==> src/rtl/mem_stage_pkg.sv <==
// Shared definitions for the memory stage: bus widths, write-back source
// encodings and the stage's run/drain/halt state encoding.
package mem_stage_pkg;

    localparam int XLEN_DEFAULT     = 32;
    localparam int PC_WIDTH_DEFAULT = 32;
    localparam int REG_ADDR_W       = 5;
    localparam int WB_SEL_W         = 2;

    // {pc, exe_result, rf_wr_sel, rf_wr_en, reg_waddr, mem_rdata, inst_ebreak}
    function automatic int exe_to_mem_w(input int xlen, input int pcw);
        return pcw + xlen + WB_SEL_W + 1 + REG_ADDR_W + xlen + 1;
    endfunction

    // {pc, wb_data, rf_wr_en, reg_waddr, inst_ebreak}
    function automatic int mem_to_wb_w(input int xlen, input int pcw);
        return pcw + xlen + 1 + REG_ADDR_W + 1;
    endfunction

    // {rf_wr_en & mem_valid, reg_waddr, wb_data}
    function automatic int bypass_w(input int xlen);
        return 1 + REG_ADDR_W + xlen;
    endfunction

    localparam int EXE_TO_MEM_BUS_WIDTH = exe_to_mem_w(XLEN_DEFAULT, PC_WIDTH_DEFAULT);
    localparam int MEM_TO_WB_BUS_WIDTH  = mem_to_wb_w(XLEN_DEFAULT, PC_WIDTH_DEFAULT);
    localparam int BYPASS_BUS_WIDTH     = bypass_w(XLEN_DEFAULT);

    // Write-back data source select
    localparam logic [WB_SEL_W-1:0] WB_SEL_EXE  = 2'b00;
    localparam logic [WB_SEL_W-1:0] WB_SEL_MEM  = 2'b01;
    localparam logic [WB_SEL_W-1:0] WB_SEL_LINK = 2'b10;
    localparam logic [WB_SEL_W-1:0] WB_SEL_ZERO = 2'b11;

    // RUN: normal flow. DRAIN: ebreak held in the stage, intake closed.
    // HALT: ebreak retired, stage frozen until reset.
    typedef enum logic [1:0] {
        MEM_RUN   = 2'd0,
        MEM_DRAIN = 2'd1,
        MEM_HALT  = 2'd2
    } mem_state_e;

endpackage

==> src/rtl/mem_stage_perf_counters.sv <==
// Free-running cycle counter and retired-instruction counter, both 64 bits
// and wrapping naturally.
module perf_counters (
    input  logic        clk,
    input  logic        rst_n,
    input  logic        cycle_en,
    input  logic        retire_en,
    output logic [63:0] cycle_cnt,
    output logic [63:0] retired_cnt
);

    // Cycle counter advances on every enabled cycle
    always_ff @(posedge clk or negedge rst_n) begin
        if (!rst_n) cycle_cnt <= '0;
        else if (cycle_en) cycle_cnt <= cycle_cnt + 64'd1;
    end

    // Retired counter advances on each instruction handed downstream
    always_ff @(posedge clk or negedge rst_n) begin
        if (!rst_n) retired_cnt <= '0;
        else if (retire_en) retired_cnt <= retired_cnt + 64'd1;
    end

endmodule

==> src/rtl/mem_stage.sv <==
// Memory pipeline stage: one register slot between execute and write-back.
// Selects write-back data, exposes a bypass path to decode, and stops the
// core once an ebreak has drained through to write-back.
//
// Handshake: an instruction moves into this stage on a cycle where
// exe_to_mem_valid && mem_allow_in, and leaves on a cycle where
// mem_to_wb_valid && wb_allow_in. While mem_to_wb_valid is high and
// wb_allow_in is low the outgoing bus is held stable. Both may happen in one
// cycle, replacing the slot contents without a bubble.
module mem_stage
    import mem_stage_pkg::*;
#(
    parameter int XLEN     = XLEN_DEFAULT,
    parameter int PC_WIDTH = PC_WIDTH_DEFAULT,
    localparam int E2M_W   = exe_to_mem_w(XLEN, PC_WIDTH),
    localparam int M2W_W   = mem_to_wb_w(XLEN, PC_WIDTH),
    localparam int BYP_W   = bypass_w(XLEN)
) (
    input  logic             clk,
    input  logic             rst_n,
    input  logic             exe_to_mem_valid,
    input  logic [E2M_W-1:0] exe_to_mem_bus,
    output logic             mem_allow_in,
    input  logic             wb_allow_in,
    output logic             mem_to_wb_valid,
    output logic [M2W_W-1:0] mem_to_wb_bus,
    output logic [BYP_W-1:0] mem_to_id_bypass_bus,
    output logic             mem_valid,
    output logic             cpu_halted,
    output logic [63:0]      retired_cnt,
    output logic [63:0]      cycle_cnt
);

    typedef struct packed {
        logic [PC_WIDTH-1:0]   pc;
        logic [XLEN-1:0]       exe_result;
        logic [WB_SEL_W-1:0]   rf_wr_sel;
        logic                  rf_wr_en;
        logic [REG_ADDR_W-1:0] reg_waddr;
        logic [XLEN-1:0]       mem_rdata;
        logic                  inst_ebreak;
    } exe_to_mem_t;

    exe_to_mem_t         in_fields;
    exe_to_mem_t         mem_r;
    mem_state_e          state_q;
    mem_state_e          state_d;
    logic                stage_open;
    logic                count_cycle;
    logic                accept;
    logic                handoff;
    logic [PC_WIDTH-1:0] pc_plus4;
    logic [XLEN-1:0]     wb_data;
    logic                wb_we;

    assign in_fields = exe_to_mem_bus;

    // mem_ready_go is constant 1, so occupancy alone gates intake
    assign mem_allow_in    = stage_open && (!mem_valid || wb_allow_in);
    assign accept          = exe_to_mem_valid && mem_allow_in;
    assign mem_to_wb_valid = mem_valid;
    assign handoff         = mem_to_wb_valid && wb_allow_in;

    // Occupancy flag: refill on intake, empty on handoff, otherwise hold
    always_ff @(posedge clk or negedge rst_n) begin
        if (!rst_n) mem_valid <= 1'b0;
        else if (mem_allow_in) mem_valid <= exe_to_mem_valid;
        else if (handoff) mem_valid <= 1'b0;
    end

    // Data slot: contents are don't-care while empty, so no reset
    always_ff @(posedge clk) begin
        if (accept) mem_r <= in_fields;
    end

    // FSM state register
    always_ff @(posedge clk or negedge rst_n) begin
        if (!rst_n) state_q <= MEM_RUN;
        else state_q <= state_d;
    end

    // FSM next state: ebreak closes intake, its handoff halts the core
    always_comb begin
        state_d = state_q;
        case (state_q)
            MEM_RUN:   if (accept && in_fields.inst_ebreak) state_d = MEM_DRAIN;
            MEM_DRAIN: if (handoff) state_d = MEM_HALT;
            MEM_HALT:  state_d = MEM_HALT;
            default:   state_d = MEM_RUN;
        endcase
    end

    // FSM outputs: intake only in RUN, cycle counting stops in HALT
    always_comb begin
        stage_open  = (state_q == MEM_RUN);
        cpu_halted  = (state_q == MEM_HALT);
        count_cycle = (state_q != MEM_HALT);
    end

    assign pc_plus4 = mem_r.pc + PC_WIDTH'(4);

    // Write-back data source mux
    always_comb begin
        wb_data = '0;
        case (mem_r.rf_wr_sel)
            WB_SEL_EXE:  wb_data = mem_r.exe_result;
            WB_SEL_MEM:  wb_data = mem_r.mem_rdata;
            WB_SEL_LINK: wb_data = XLEN'(pc_plus4);
            WB_SEL_ZERO: wb_data = '0;
            default:     wb_data = '0;
        endcase
    end

    // x0 is hardwired zero, so a write to it is dropped here
    assign wb_we = mem_r.rf_wr_en && (mem_r.reg_waddr != '0);

    assign mem_to_wb_bus        = {mem_r.pc, wb_data, wb_we, mem_r.reg_waddr, mem_r.inst_ebreak};
    assign mem_to_id_bypass_bus = {wb_we & mem_valid, mem_r.reg_waddr, wb_data};

    perf_counters u_perf_counters (
        .clk         (clk),
        .rst_n       (rst_n),
        .cycle_en    (count_cycle),
        .retire_en   (handoff),
        .cycle_cnt   (cycle_cnt),
        .retired_cnt (retired_cnt)
    );

endmodule

==> config.mk <==
export PLATFORM = sky130hd
export DESIGN_NAME = mem_stage
export DESIGN_NICKNAME = d
export VERILOG_FILES = /design/src/rtl/mem_stage_pkg.sv /design/src/rtl/mem_stage_perf_counters.sv /design/src/rtl/mem_stage.sv
export SDC_FILE = /design/constraint.sdc
export NUM_CORES = 1
export LEC_CHECK = 0
export BUFFER_PORTS_ARGS = -buffer_cell sky130_fd_sc_hd__buf_4
export CAP_MARGIN = 15
export CORE_ASPECT_RATIO = 2
export CORE_MARGIN = 1
export CORE_UTILIZATION = 50
export CTS_CLUSTER_DIAMETER = 150
export DETAILED_ROUTE_END_ITERATION = 10
export GPL_ROUTABILITY_DRIVEN = 0
export PLACE_DENSITY = 0.78
export SLEW_MARGIN = 20
export SYNTH_ARGS = -nofsm -noshare
export SYNTH_HDL_FRONTEND = slang
export SYNTH_HIERARCHICAL = 1
export SYNTH_SLANG_ARGS = --single-unit
==> constraint.sdc <==
create_clock -name clk -period 4.2 [get_ports clk]
set_input_delay 0.84 -clock clk [delete_from_list [all_inputs] [get_ports clk]]
set_output_delay 0.84 -clock clk [all_outputs]
set_load 0.05 [all_outputs]
Word-level counts from Yosys, hierarchy flattened. Index checks and enable logic that the tools add are counted.

Flip-flop bits (word level): 236. Bits of input ports: 109.

$add $sub $neg: 3. Equal/unequal tests: 8. Muxes and demuxes: 6. Bitwise gates (word level): 1. Reductions and logical operators: 12.

Operators by type and width (number): adder 64 x 1 -> 64 bit (second input constant) (2); one-hot mux 32 bit (4 select lines) (1); adder 32 x 3 -> 32 bit (second input constant) (1); == test 2 bit (second input constant) (3); one-hot mux 2 bit (3 select lines) (1); logical AND 1 bit (5); nonzero test 5 bit (1); == test 2 x 1 -> 1 bit (second input constant) (2); zero test 2 bit (2); 2-to-1 mux 2 bit (2); inequality test 2 bit (second input constant) (2); 2-to-1 mux 1 bit (2); inequality test 2 x 1 -> 1 bit (second input constant) (1); AND reduction 2 bit (1); nonzero test 2 bit (1); AND 1 bit (1); zero test 1 bit (1); logical OR 1 bit (1).

Depth between registers and ports, before layout. Gate-level depths: netlist of run 1.

Depth after elaboration: 7. Depth in mapped cells: 9. Mapped depth without buffers: 8.

Cells and area by module. Netlist of run 1, hierarchy kept.

By module, submodules not included: perf_counters (instances 1, cells an instance 553, area each 5965.7 sq um); mem_stage (instances 1, cells an instance 403, area each 5315.1 sq um).

Worst setup path before layout of run 1. No wires, ideal clock.

Path kind: input -> register. From: input wb_allow_in. To: register mem_r[10] in the netlist's numbering, enable pin. Library setup time: 458 ps. Arrival time: 3600 ps. Slack: 142 ps. Stages: 4. Buffers on the path: 0. Cells stage by stage: nand2b_1 -> and2_1 -> nand2_1 -> inv_1.

Cells in the longest elaborated chain, start to end: 3.

Ends and longest elaborated chain: from (decl) (RTL line mem_stage.sv:24) `input logic wb_allow_in,`; logical OR 1 bit (RTL line mem_stage.sv:59) `assign mem_allow_in = stage_open && (!mem_valid || wb_allow_in);`; logical AND 1 bit (RTL line mem_stage.sv:59); net mem_allow_in (RTL line mem_stage.sv:23) `output logic mem_allow_in,`; logical AND 1 bit (RTL line mem_stage.sv:60) `assign accept = exe_to_mem_valid && mem_allow_in;`; net accept (RTL line mem_stage.sv:50) `logic accept;`; to (signal assigned) (RTL line mem_stage.sv:73) `if (accept) mem_r <= in_fields;`; to (decl) (RTL line mem_stage.sv:45) `exe_to_mem_t mem_r;`.

The timed path passes the listed nets, and every way through them passes these cells. A chain may end at the register's enable or synchronous reset.

Worst setup path in the final report of run 1.
From: register mem_r (netlist bit mem_to_wb_bus[41]). To: output mem_to_id_bypass_bus[24].

Cells in the longest elaborated chain, start to end: 2.

Ends and longest elaborated chain: adder 32 x 3 -> 32 bit (RTL line mem_stage.sv:100) `assign pc_plus4 = mem_r.pc + PC_WIDTH'(4);`; one-hot mux 32 bit (4 select lines) (RTL line mem_stage.sv:105) `case (mem_r.rf_wr_sel)`; to (decl) (RTL line mem_stage.sv:27) `output logic [BYP_W-1:0] mem_to_id_bypass_bus,`.

Every way passes these cells.

==> results.toml, run 1 <==
[die]
die_w_um = 108
pin_count = 350
dieArea_sq_mm = 0.0232
core_sq_mm = 0.0222
die_y_um = 214
core.rowCount = 77
initial_core_util = 0.509

[cts]
cts_root_buf = "clkbuf_16"
path_clk_slew_ns = 0.06
clk_latency_ns = 0.51
clock_path_buffers = 3
cts_resized = 0
hold_buffers = 0
clock-sinks = 236
cts_inserted_buffers = 23
post_cts_buffers = 0
htree_levels = 1
tritoncts = "done"

[critical_path]
cp.arrival_ns = 2.98
critPathTopFamily = "simple AND/OR/NAND/NOR gates"
cp_num_buf_inv = 1
start_kind = "flop"
cpPeakStageDelay_ns = 0.67
slowest_stage = "or4_1"
critPathKind = "flop to output port"
cp_max_fo = 9
cp-end-kind = "output port"
cp_common_cell = "or4_1"
worstPathCellList = "ha_1, nand4_2, or4_1, or4_1, o211ai_1, buf_4"
cp.required_ns = 3.36

[synth]
post-synth-top-area-cell = "dfrtp_1"
synth-seq-area-share = 0.570
muxShareOfSynthArea = 0.0317
synth_commonest_cells = "dfrtp_1, edfxtp_1, buf_4, xnor2_1, nand2_1"
ys.flop_type = "dfrtp_1"
syn_avg_cell_area_sq_um = 11.8
netlist_instances = 956
netlist_area_sq_mm = 0.0113
async_flop_share = 0.555
synth.area.top_cells = "dfrtp_1, edfxtp_1, xnor2_1"
ys_ff_latch = 236
yosysUniqueCellTypes = 50
synth_most_common_cell = "dfrtp_1"
synth-simple-area-share = 0.179
synthXorXnorAreaFrac = 0.107
synth_top_area_frac = 0.291
synth_edf_count = 105
synth_top_family_by_area = "simple AND/OR/NAND/NOR gates"
synth_fa_ha_area_frac = 0.00665
yosys_warnings = 6
synth_compound_area_frac = 0.0356
syn_nets = 1071

[route]
drtIter0Drc = 600
vias_per_cell = 5.67
antenna_left = 0
drt-wirelength-per-cell_um = 20.8
wl_mm = 32.0
drc = 0
route.vias.total = 8713
drt-pass1-iter-count = 5

[sta]
slew_headroom = 0.351
fmax_mhz = 262
finalHoldViolations = 0
rsz0062_at_grt = "no"
fin_setup_tns_ns = 0
setup_viol = 0
final.period_utilization = 0.909
tightest_slew_ns = 0.965
finalClockSkew_ns = 0.00955
layout_min_cycle_time_ns = 3.82
layout_setup_ws_ns = 0.383
slew_viol_final = 0

[placement]
numPortBuffers = 349
dpl.cell_count = 1495
place_ws_ns = 0.974
dp_hpwl_mm = 23.8
placed_cell_area_sq_mm = 0.0137

[grt]
grt_start_max_net_pins = 92
grt_pass1_vias = 8804
grt_pass1_wl_mm = 48.8
antenna_found_initial = 2
grt.total_usage = 0.276
overflow = 0

[cells_and_area]
area_growth_pct = 27.5
drive_gt1_frac = 0.338
stdcell_count = 1537
nets = 1359
final_area_sq_mm = 0.0144

[power]
powerDensity_mw_per_mm2 = 564
vdd_drop_max_mv = 0.479
p_leak_nw = 6.42

[worst_hold_path]
holdCritPathClass = "input pin to asynchronous set/reset pin"

[flow_run]
cap_violations = 0

[status]
status = "complete, no violations"
## cell type report
| type | count | area [sq um] |
|---|---|---|
| fillers | 1771 | 7780 |
| inverters | 26 | 100 |
| clock buffers | 26 | 587 |
| multi-input cells | 598 | 4070 |
| well taps | 276 | 345 |
| clock inverters | 14 | 129 |
| repair buffers | 359 | 2720 |
| diodes | 2 | 5.00 |
| flip-flops and latches | 236 | 6430 |
## worst paths after layout
| path | from | endpoint | slack, ns | cells after the start |
|---|---|---|---|---|
| max | mem_to_wb_bus[41]$_DFFE_PN_ | mem_to_id_bypass_bus[24] | 0.38 | 6 |
| min | rst_n | u_perf_counters/retired_cnt[31]$_DFFE_PN0P_ | 0.41 | 1 |
| max reg2reg | state_q[0]$_DFFE_PN0P_ | u_perf_counters/cycle_cnt[61]$_DFFE_PN0P_ | 1.24 | 8 |
| min reg2reg | u_perf_counters/cycle_cnt[63]$_DFFE_PN0P_ | u_perf_counters/cycle_cnt[63]$_DFFE_PN0P_ | 0.49 | 1 |
| max in group asynchronous | rst_n | u_perf_counters/cycle_cnt[0]$_DFFE_PN0P_ | 2.90 | 2 |
| min in group clk | u_perf_counters/cycle_cnt[63]$_DFFE_PN0P_ | u_perf_counters/cycle_cnt[63]$_DFFE_PN0P_ | 0.49 | 1 |
## through the flow
step / utilization / total power, mW / hold slack (ns)
floorplan: - / 5.42 / 0.507
global placement: 0.617 / 6.08 / 0.462
detailed placement: 0.617 / 6.13 / 0.477
CTS: 0.649 / 8.14 / 0.443
global route: 0.649 / 8.41 / 0.480
finish: 0.649 / 8.11 / 0.414
## report_power, final
| part | switching [mW] | internal (mW) |
|---|---|---|
| Combinational | 2.19 | 0.854 |
| Sequential | 0.254 | 2.81 |
| Clock | 0.878 | 1.13 |
## flip-flops by register name, indices dropped and copies added (netlist names)
signal                       cells
state_q                          2
mem_to_wb_bus                   33
mem_to_id_bypass_bus             5
mem_r                           67
mem_to_wb_valid                  1
u_perf_counters/cycle_cnt       64
u_perf_counters/retired_cnt     64
## cell usage in the layout (no fill, tap or decap), types with 5 or more instances in the layout
master	count
nand3_1	54
mux2i_1	29
nand4_1	50
xnor2_1	76
nand4_2	5
o211ai_1	20
nand2_1	66
or4_1	11
and2_1	5
clkbuf_16	23
clkinvlp_2	6
buf_4	357
and4_1	8
dfrtp_1	131
nor4_1	26
edfxtp_1	105
or3_1	9
o22ai_1	12
nor2_1	58
mux2_2	6
inv_1	25
and3_1	19
nor3_1	25
xor2_1	62
ha_1	6
## cell families after synthesis
family	Yosys count
DFF	236
xor gates and xnor gates	138
adders and majority gates	6
muxes	35
buffers and inverters	122
and+or+nand+nor	363
AOI/OAI and AO/OA	56
## metal layers
| metal | vias to the layer above | GRT usage | share of wire |
|---|---|---|---|
| met5 | - | 0 | 0 |
| met4 | 0 | 0.127 | 0.042 |
| met3 | 67 | 0.0711 | 0.090 |
| met2 | 397 | 0.521 | 0.55 |
| met1 | 4288 | 0.270 | 0.32 |
| li1 | 3961 | - | - |
Power figures use the tool's default switching activity.
==> run 2: changes to the inputs <==
--- a/config.mk
+++ b/config.mk
@@ -5,6 +5,7 @@
 export SDC_FILE = /design/constraint.sdc
 export NUM_CORES = 1
 export LEC_CHECK = 0
+export ABC_AREA = 1
 export BUFFER_PORTS_ARGS = -buffer_cell sky130_fd_sc_hd__buf_4
 export CAP_MARGIN = 15
 export CORE_ASPECT_RATIO = 2
@@ -13,7 +14,7 @@
 export CTS_CLUSTER_DIAMETER = 150
 export DETAILED_ROUTE_END_ITERATION = 10
 export GPL_ROUTABILITY_DRIVEN = 0
-export PLACE_DENSITY = 0.78
+export PLACE_DENSITY = 0.77
 export SLEW_MARGIN = 20
 export SYNTH_ARGS = -nofsm -noshare
 export SYNTH_HDL_FRONTEND = slang
==> results.toml, run 2 <==
[status]
status = "complete, no violations"

[synth]
synth_commonest_cells = "nand2_1, nor2_1, inv_1, nand3_1, dfrtp_1"
synth_top_area_frac = 0.254
netlist_area_sq_mm = 0.0129
ys.flop_type = "dfrtp_1"
async_flop_share = 0.555
synth.area.top_cells = "dfrtp_1, edfxtp_1, nand2_1"
ys_ff_latch = 236
syn_avg_cell_area_sq_um = 8.40
yosysUniqueCellTypes = 42
syn_nets = 1648
synth_edf_count = 105
netlist_instances = 1533
post-synth-top-area-cell = "dfrtp_1"
yosys_warnings = 6
synth-seq-area-share = 0.499
synth_most_common_cell = "nand2_1"

[grt]
overflow = 0
grt_pass1_vias = 11600
antenna_found_initial = 2
grt_start_max_net_pins = 68
grt.total_usage = 0.322
grt_pass1_wl_mm = 63.0

[cells_and_area]
drive_gt1_frac = 0.254
largestRegisters = "mem_r: 67 flops, u_perf_counters/cycle_cnt: 64 flops, u_perf_counters/retired_cnt: 64 flops"
largest_reg_flops = 67
layout_commonest_cell = "nand2_1"
final_core_util = 0.640
final_cell_mix = "nand2_1, buf_4, nor2_1, inv_1, nand3_1"
nets = 1941
area_growth_pct = 24.9
regMostFlops = "mem_r"

[cts]
clock-sinks = 236
post_cts_buffers = 0
clk_latency_ns = 0.53
hold_buffers = 0
path_clk_slew_ns = 0.07
htree_levels = 1
cts_inserted_buffers = 23
cts_root_buf = "clkbuf_16"
clock_path_buffers = 3
cts_resized = 0
tritoncts = "done"

[route]
drt-pass1-iter-count = 5
drt-wirelength-per-cell_um = 19.6
drc = 0
antenna_left = 0
vias_per_cell = 5.40
met3_length_mm = 3.14
drtIter0Drc = 861
dr_wl_met2_mm = 23.8
route.vias.total = 11800
wl_met1_mm = 13.0
routed.top_layer = "met4"
wl_mm = 42.7

[sta]
tightest_slew_ns = 0.982
setup_viol = 0
slew_viol_final = 0
final.period_utilization = 0.833
finalHoldViolations = 0
layout_min_cycle_time_ns = 3.50
fin_setup_tns_ns = 0
finalClockSkew_ns = 0.0121
fmax_mhz = 286
rsz0062_at_grt = "no"
slew_headroom = 0.344

[critical_path]
cp-end-kind = "output port"
cpPeakStageDelay_ns = 0.50
worstPathCellList = "nor2_8, clkinv_1, a21oi_1, o21ai_0, nand3_1, buf_4"
start_kind = "flop"
cp.required_ns = 3.36
critPathKind = "flop to output port"
cp.arrival_ns = 2.66
slowest_stage = "edfxtp_1"
cp_max_fo = 23

[flow_run]
cap_violations = 0

[power]
p_seq_frac = 0.525
power_frac_clock = 0.452
p_sw_mw = 0.977
pwr-share-comb = 0.023
powerDensity_mw_per_mm2 = 285
p_leak_nw = 7.44
vdd_drop_max_mv = 0.355
finalPower_mw = 4.59
switching_share = 0.213
p_int_mw = 3.62

[die]
core.rowCount = 82
die_y_um = 229
die_w_um = 115
core_sq_mm = 0.0251
pin_count = 350
dieArea_sq_mm = 0.0264
initial_core_util = 0.512

[placement]
dp_hpwl_mm = 33.3
numPortBuffers = 349

[worst_hold_path]
holdCritPathClass = "input pin to asynchronous set/reset pin"
run 2: power by group through the flow:
stage | Combinational, mW | Sequential (mW) | Clock [mW]
detailed placement | 0.107 | 2.46 | 0
finish | 0.106 | 2.41 | 2.07
floorplan | 0.000290 | 2.46 | 0
global route | 0.114 | 2.41 | 2.19
global placement | 0.104 | 2.46 | 0
CTS | 0.107 | 2.41 | 2.11
run 2: cell type report:
type,instances,area [sq um]
fill,2131,9040
sequential,236,6430
multi-input combinational,1045,5180
timing repair buffer,355,2690
inverter,165,622
clock buffer,23,576
tap,336,420
clock inverter,18,170
antenna,2,5.00
run 2: worst max-delay path, delay by kind of cell (launching register included):
family	cells	cell delay, ns
AO/OA/AOI/OAI	2	0.35
AND/OR/NAND/NOR	2	0.58
buffers and inverters	2	0.70
flip-flops	1	0.50
run 2: worst paths after layout:
kind	cells past startpoint	endpoint	startpoint	slack, ns
max in group asynchronous	2	u_perf_counters/retired_cnt[13]$_DFFE_PN0P_	rst_n	2.91
max reg2reg	11	u_perf_counters/retired_cnt[57]$_DFFE_PN0P_	mem_to_wb_valid$_DFFE_PN0P_	1.74
max	6	mem_to_wb_bus[18]	mem_r[39]$_DFFE_PN_	0.70
min reg2reg	2	u_perf_counters/cycle_cnt[63]$_DFFE_PN0P_	u_perf_counters/cycle_cnt[63]$_DFFE_PN0P_	0.51
min in group clk	1	mem_to_wb_bus[64]$_DFFE_PN_	exe_to_mem_bus[98]	0.49
min	1	u_perf_counters/retired_cnt[56]$_DFFE_PN0P_	rst_n	0.41
run 2: metrics by stage:
| stage | hold slack, ns | worst slack [ns] | cells | cell area, sq um |
|---|---|---|---|---|
| 2_1_floorplan | 0.481 | 0.554 | 1533 | 12900 |
| 3_3_place_gp | 0.487 | 1.34 | 2137 | 15300 |
| 3_5_place_dp | 0.502 | 1.29 | 2137 | 15300 |
| 4_1_cts | 0.444 | 0.722 | 2178 | 16100 |
| 5_1_grt | 0.472 | 0.599 | 2180 | 16100 |
| 6_report | 0.408 | 0.701 | 2180 | 16100 |
run 2: logic make-up (layout without fill, tap and decap cells):
| logic type | Yosys count | after routing | share of synthesized area |
|---|---|---|---|
| flip-flops | 236 | 236 | 0.499 |
| AO/OA/AOI/OAI | 26 | 26 | 0.0112 |
| adder cells (fa/ha/maj) | 6 | 6 | 0.00583 |
| XOR/XNOR | 91 | 91 | 0.0619 |
| buffers and inverters | 252 | 561 | 0.0988 |
| other | 0 | 2 | 0 |
| AND/OR/NAND/NOR | 922 | 922 | 0.323 |
run 2: layer usage:
layer | GRT usage | up-vias
met5 | 0 | -
met4 | 0.199 | 0
met3 | 0.0524 | 170
met2 | 0.629 | 647
met1 | 0.294 | 5551
li1 | - | 5410
==> run 3: changes to the inputs <==
--- a/config.mk
+++ b/config.mk
@@ -10,7 +10,7 @@
 export CAP_MARGIN = 15
 export CORE_ASPECT_RATIO = 2
 export CORE_MARGIN = 1
-export CORE_UTILIZATION = 50
+export CORE_UTILIZATION = 48
 export CTS_CLUSTER_DIAMETER = 150
 export DETAILED_ROUTE_END_ITERATION = 10
 export GPL_ROUTABILITY_DRIVEN = 0
==> constraint.sdc (replaced) <==
create_clock -name clk -period 3.11 [get_ports clk]
set_input_delay 0.622 -clock clk [delete_from_list [all_inputs] [get_ports clk]]
set_output_delay 0.622 -clock clk [all_outputs]
set_load 0.05 [all_outputs]
==> results.toml, run 3 (same netlist as run 2, synthesis figures left out) <==
[status]
status = "complete, no violations"

[critical_path]
worstPathCellList = "nand2_1, nor2_1, nand2_1, nor2_4, nand2_1, nand2_1, nand3_1, nand3_1, buf_4"
start_kind = "flop"
reg2regPathDepth = 11
r2r_start = "state_q[0]$_DFFE_PN0P_"
critPathKind = "flop to output port"
slowest_stage = "edfxtp_1"
r2r-end = "u_perf_counters/cycle_cnt[25]$_DFFE_PN0P_"
cp.arrival_ns = 2.42
regToRegSetupSlack_ns = 0.67
cpPeakStageDelay_ns = 0.46
cp-end-kind = "output port"
cp.required_ns = 2.49
cp_max_fo = 5
cp_common_cell = "nand2_1"

[grt]
grt_pass1_vias = 11400
antenna_found_initial = 0
grt_start_max_net_pins = 107
grt.total_usage = 0.303
overflow = 0
grt_pass1_wl_mm = 63.1

[die]
initial_core_util = 0.490
dieArea_sq_mm = 0.0275
core_sq_mm = 0.0263
core.rowCount = 84
die_w_um = 118
pin_count = 350
die_y_um = 234

[cells_and_area]
drive_gt1_frac = 0.257
largestRegisters = "mem_r: 67 flops, u_perf_counters/cycle_cnt: 64 flops, u_perf_counters/retired_cnt: 64 flops"
nets = 1950
area_growth_pct = 25.5
largest_reg_flops = 67
final_cell_mix = "nand2_1, buf_4, nor2_1, inv_1, nand3_1"
diodes = 0
regMostFlops = "mem_r"
final_area_sq_mm = 0.0162
layout_commonest_cell = "nand2_1"

[placement]
numPortBuffers = 349
placed_cell_area_sq_mm = 0.0154
dp_hpwl_mm = 33.2

[route]
drtIter0Drc = 1021
met3_length_mm = 2.95
antenna_left = 0
drt-pass1-iter-count = 6
route.vias.total = 11600
wl_mm = 42.3
vias_per_cell = 5.29
routed.top_layer = "met4"
dr_wl_met2_mm = 22.9
drc = 0
wl_met1_mm = 13.0
drt-wirelength-per-cell_um = 19.3

[power]
vdd_drop_max_mv = 0.463
powerDensity_mw_per_mm2 = 387
p_leak_nw = 7.48

[sta]
finalClockSkew_ns = 0.0171
finalHoldViolations = 0
fin_setup_tns_ns = 0
tightest_slew_ns = 0.787
fmax_mhz = 328
rsz0062_at_grt = "no"
final.period_utilization = 0.979
slew_viol_final = 0
layout_min_cycle_time_ns = 3.05
setup_viol = 0
slew_headroom = 0.475

[cts]
cts_inserted_buffers = 23
cts_root_buf = "clkbuf_16"
hold_buffers = 0
clock-sinks = 236
clock_path_buffers = 3
tritoncts = "done"
htree_levels = 1
path_clk_slew_ns = 0.06
clk_latency_ns = 0.53

[worst_hold_path]
holdCritPathClass = "input pin to asynchronous set/reset pin"

[flow_run]
cap_violations = 0
run 3: worst max-delay path: cells and delay by family (launching register included):
family        cells  cell delay (ns)
flops             1             0.46
buf+inv           1             0.22
simple gates      8             1.22
run 3: where the power goes:
group | leakage, nW | switching (mW) | total [mW] | internal, mW
sequential | 2.71 | 0 | 3.26 | 3.26
combinational | 4.43 | 0.0579 | 0.146 | 0.0879
clock | 0.346 | 1.24 | 2.86 | 1.61
run 3: layer usage:
metal	track usage	vias up
met4	0.229	0
li1	-	5425
met3	0.0564	181
met1	0.275	5402
met5	0	-
met2	0.586	602
run 3: metrics by stage:
stage	hold WS (ns)	utilization	worst slack (ns)	power (mW)	cells
after floorplan	0.326	-	0.211	3.32	1533
final	0.121	0.615	0.0644	6.26	2195
after global placement	0.486	0.585	0.612	3.46	2149
after global routing	0.176	0.615	0.00302	6.46	2195
after CTS	0.164	0.614	0.0530	6.32	2191
after detailed placement	0.504	0.585	0.560	3.47	2149
run 3: area by class of cell:
| cell class | instances | area (sq um) |
|---|---|---|
| Timing Repair Buffer | 364 | 2750 |
| Sequential cell | 236 | 6430 |
| Clock inverter | 15 | 164 |
| Inverter | 165 | 623 |
| Fill cell | 2296 | 10100 |
| Tap cell | 344 | 430 |
| Clock buffer | 26 | 587 |
| Multi-Input combinational cell | 1045 | 5190 |
run 3: how the worst max path moves through the flow:
stage | startpoint | to | depth (start not counted)
finish | mem_to_wb_bus[52]$_DFFE_PN_ | mem_to_wb_bus[31] | 9
CTS | mem_to_wb_bus[42]$_DFFE_PN_ | mem_to_id_bypass_bus[10] | 7
global route | mem_to_wb_bus[59]$_DFFE_PN_ | mem_to_id_bypass_bus[22] | 9
floorplan | mem_to_wb_valid$_DFFE_PN0P_ | mem_r[10]$_DFFE_PN_ | 3
detailed placement | mem_to_wb_bus[41]$_DFFE_PN_ | mem_to_wb_bus[19] | 9
global placement | mem_to_wb_bus[41]$_DFFE_PN_ | mem_to_wb_bus[19] | 9
run 3: timing repair:
item	CTS	global route
endpoints found under the setup margin	2	14
buffers inserted	1	4
cloned	0	0
gates resized for setup	1	2
pin swaps	0	1
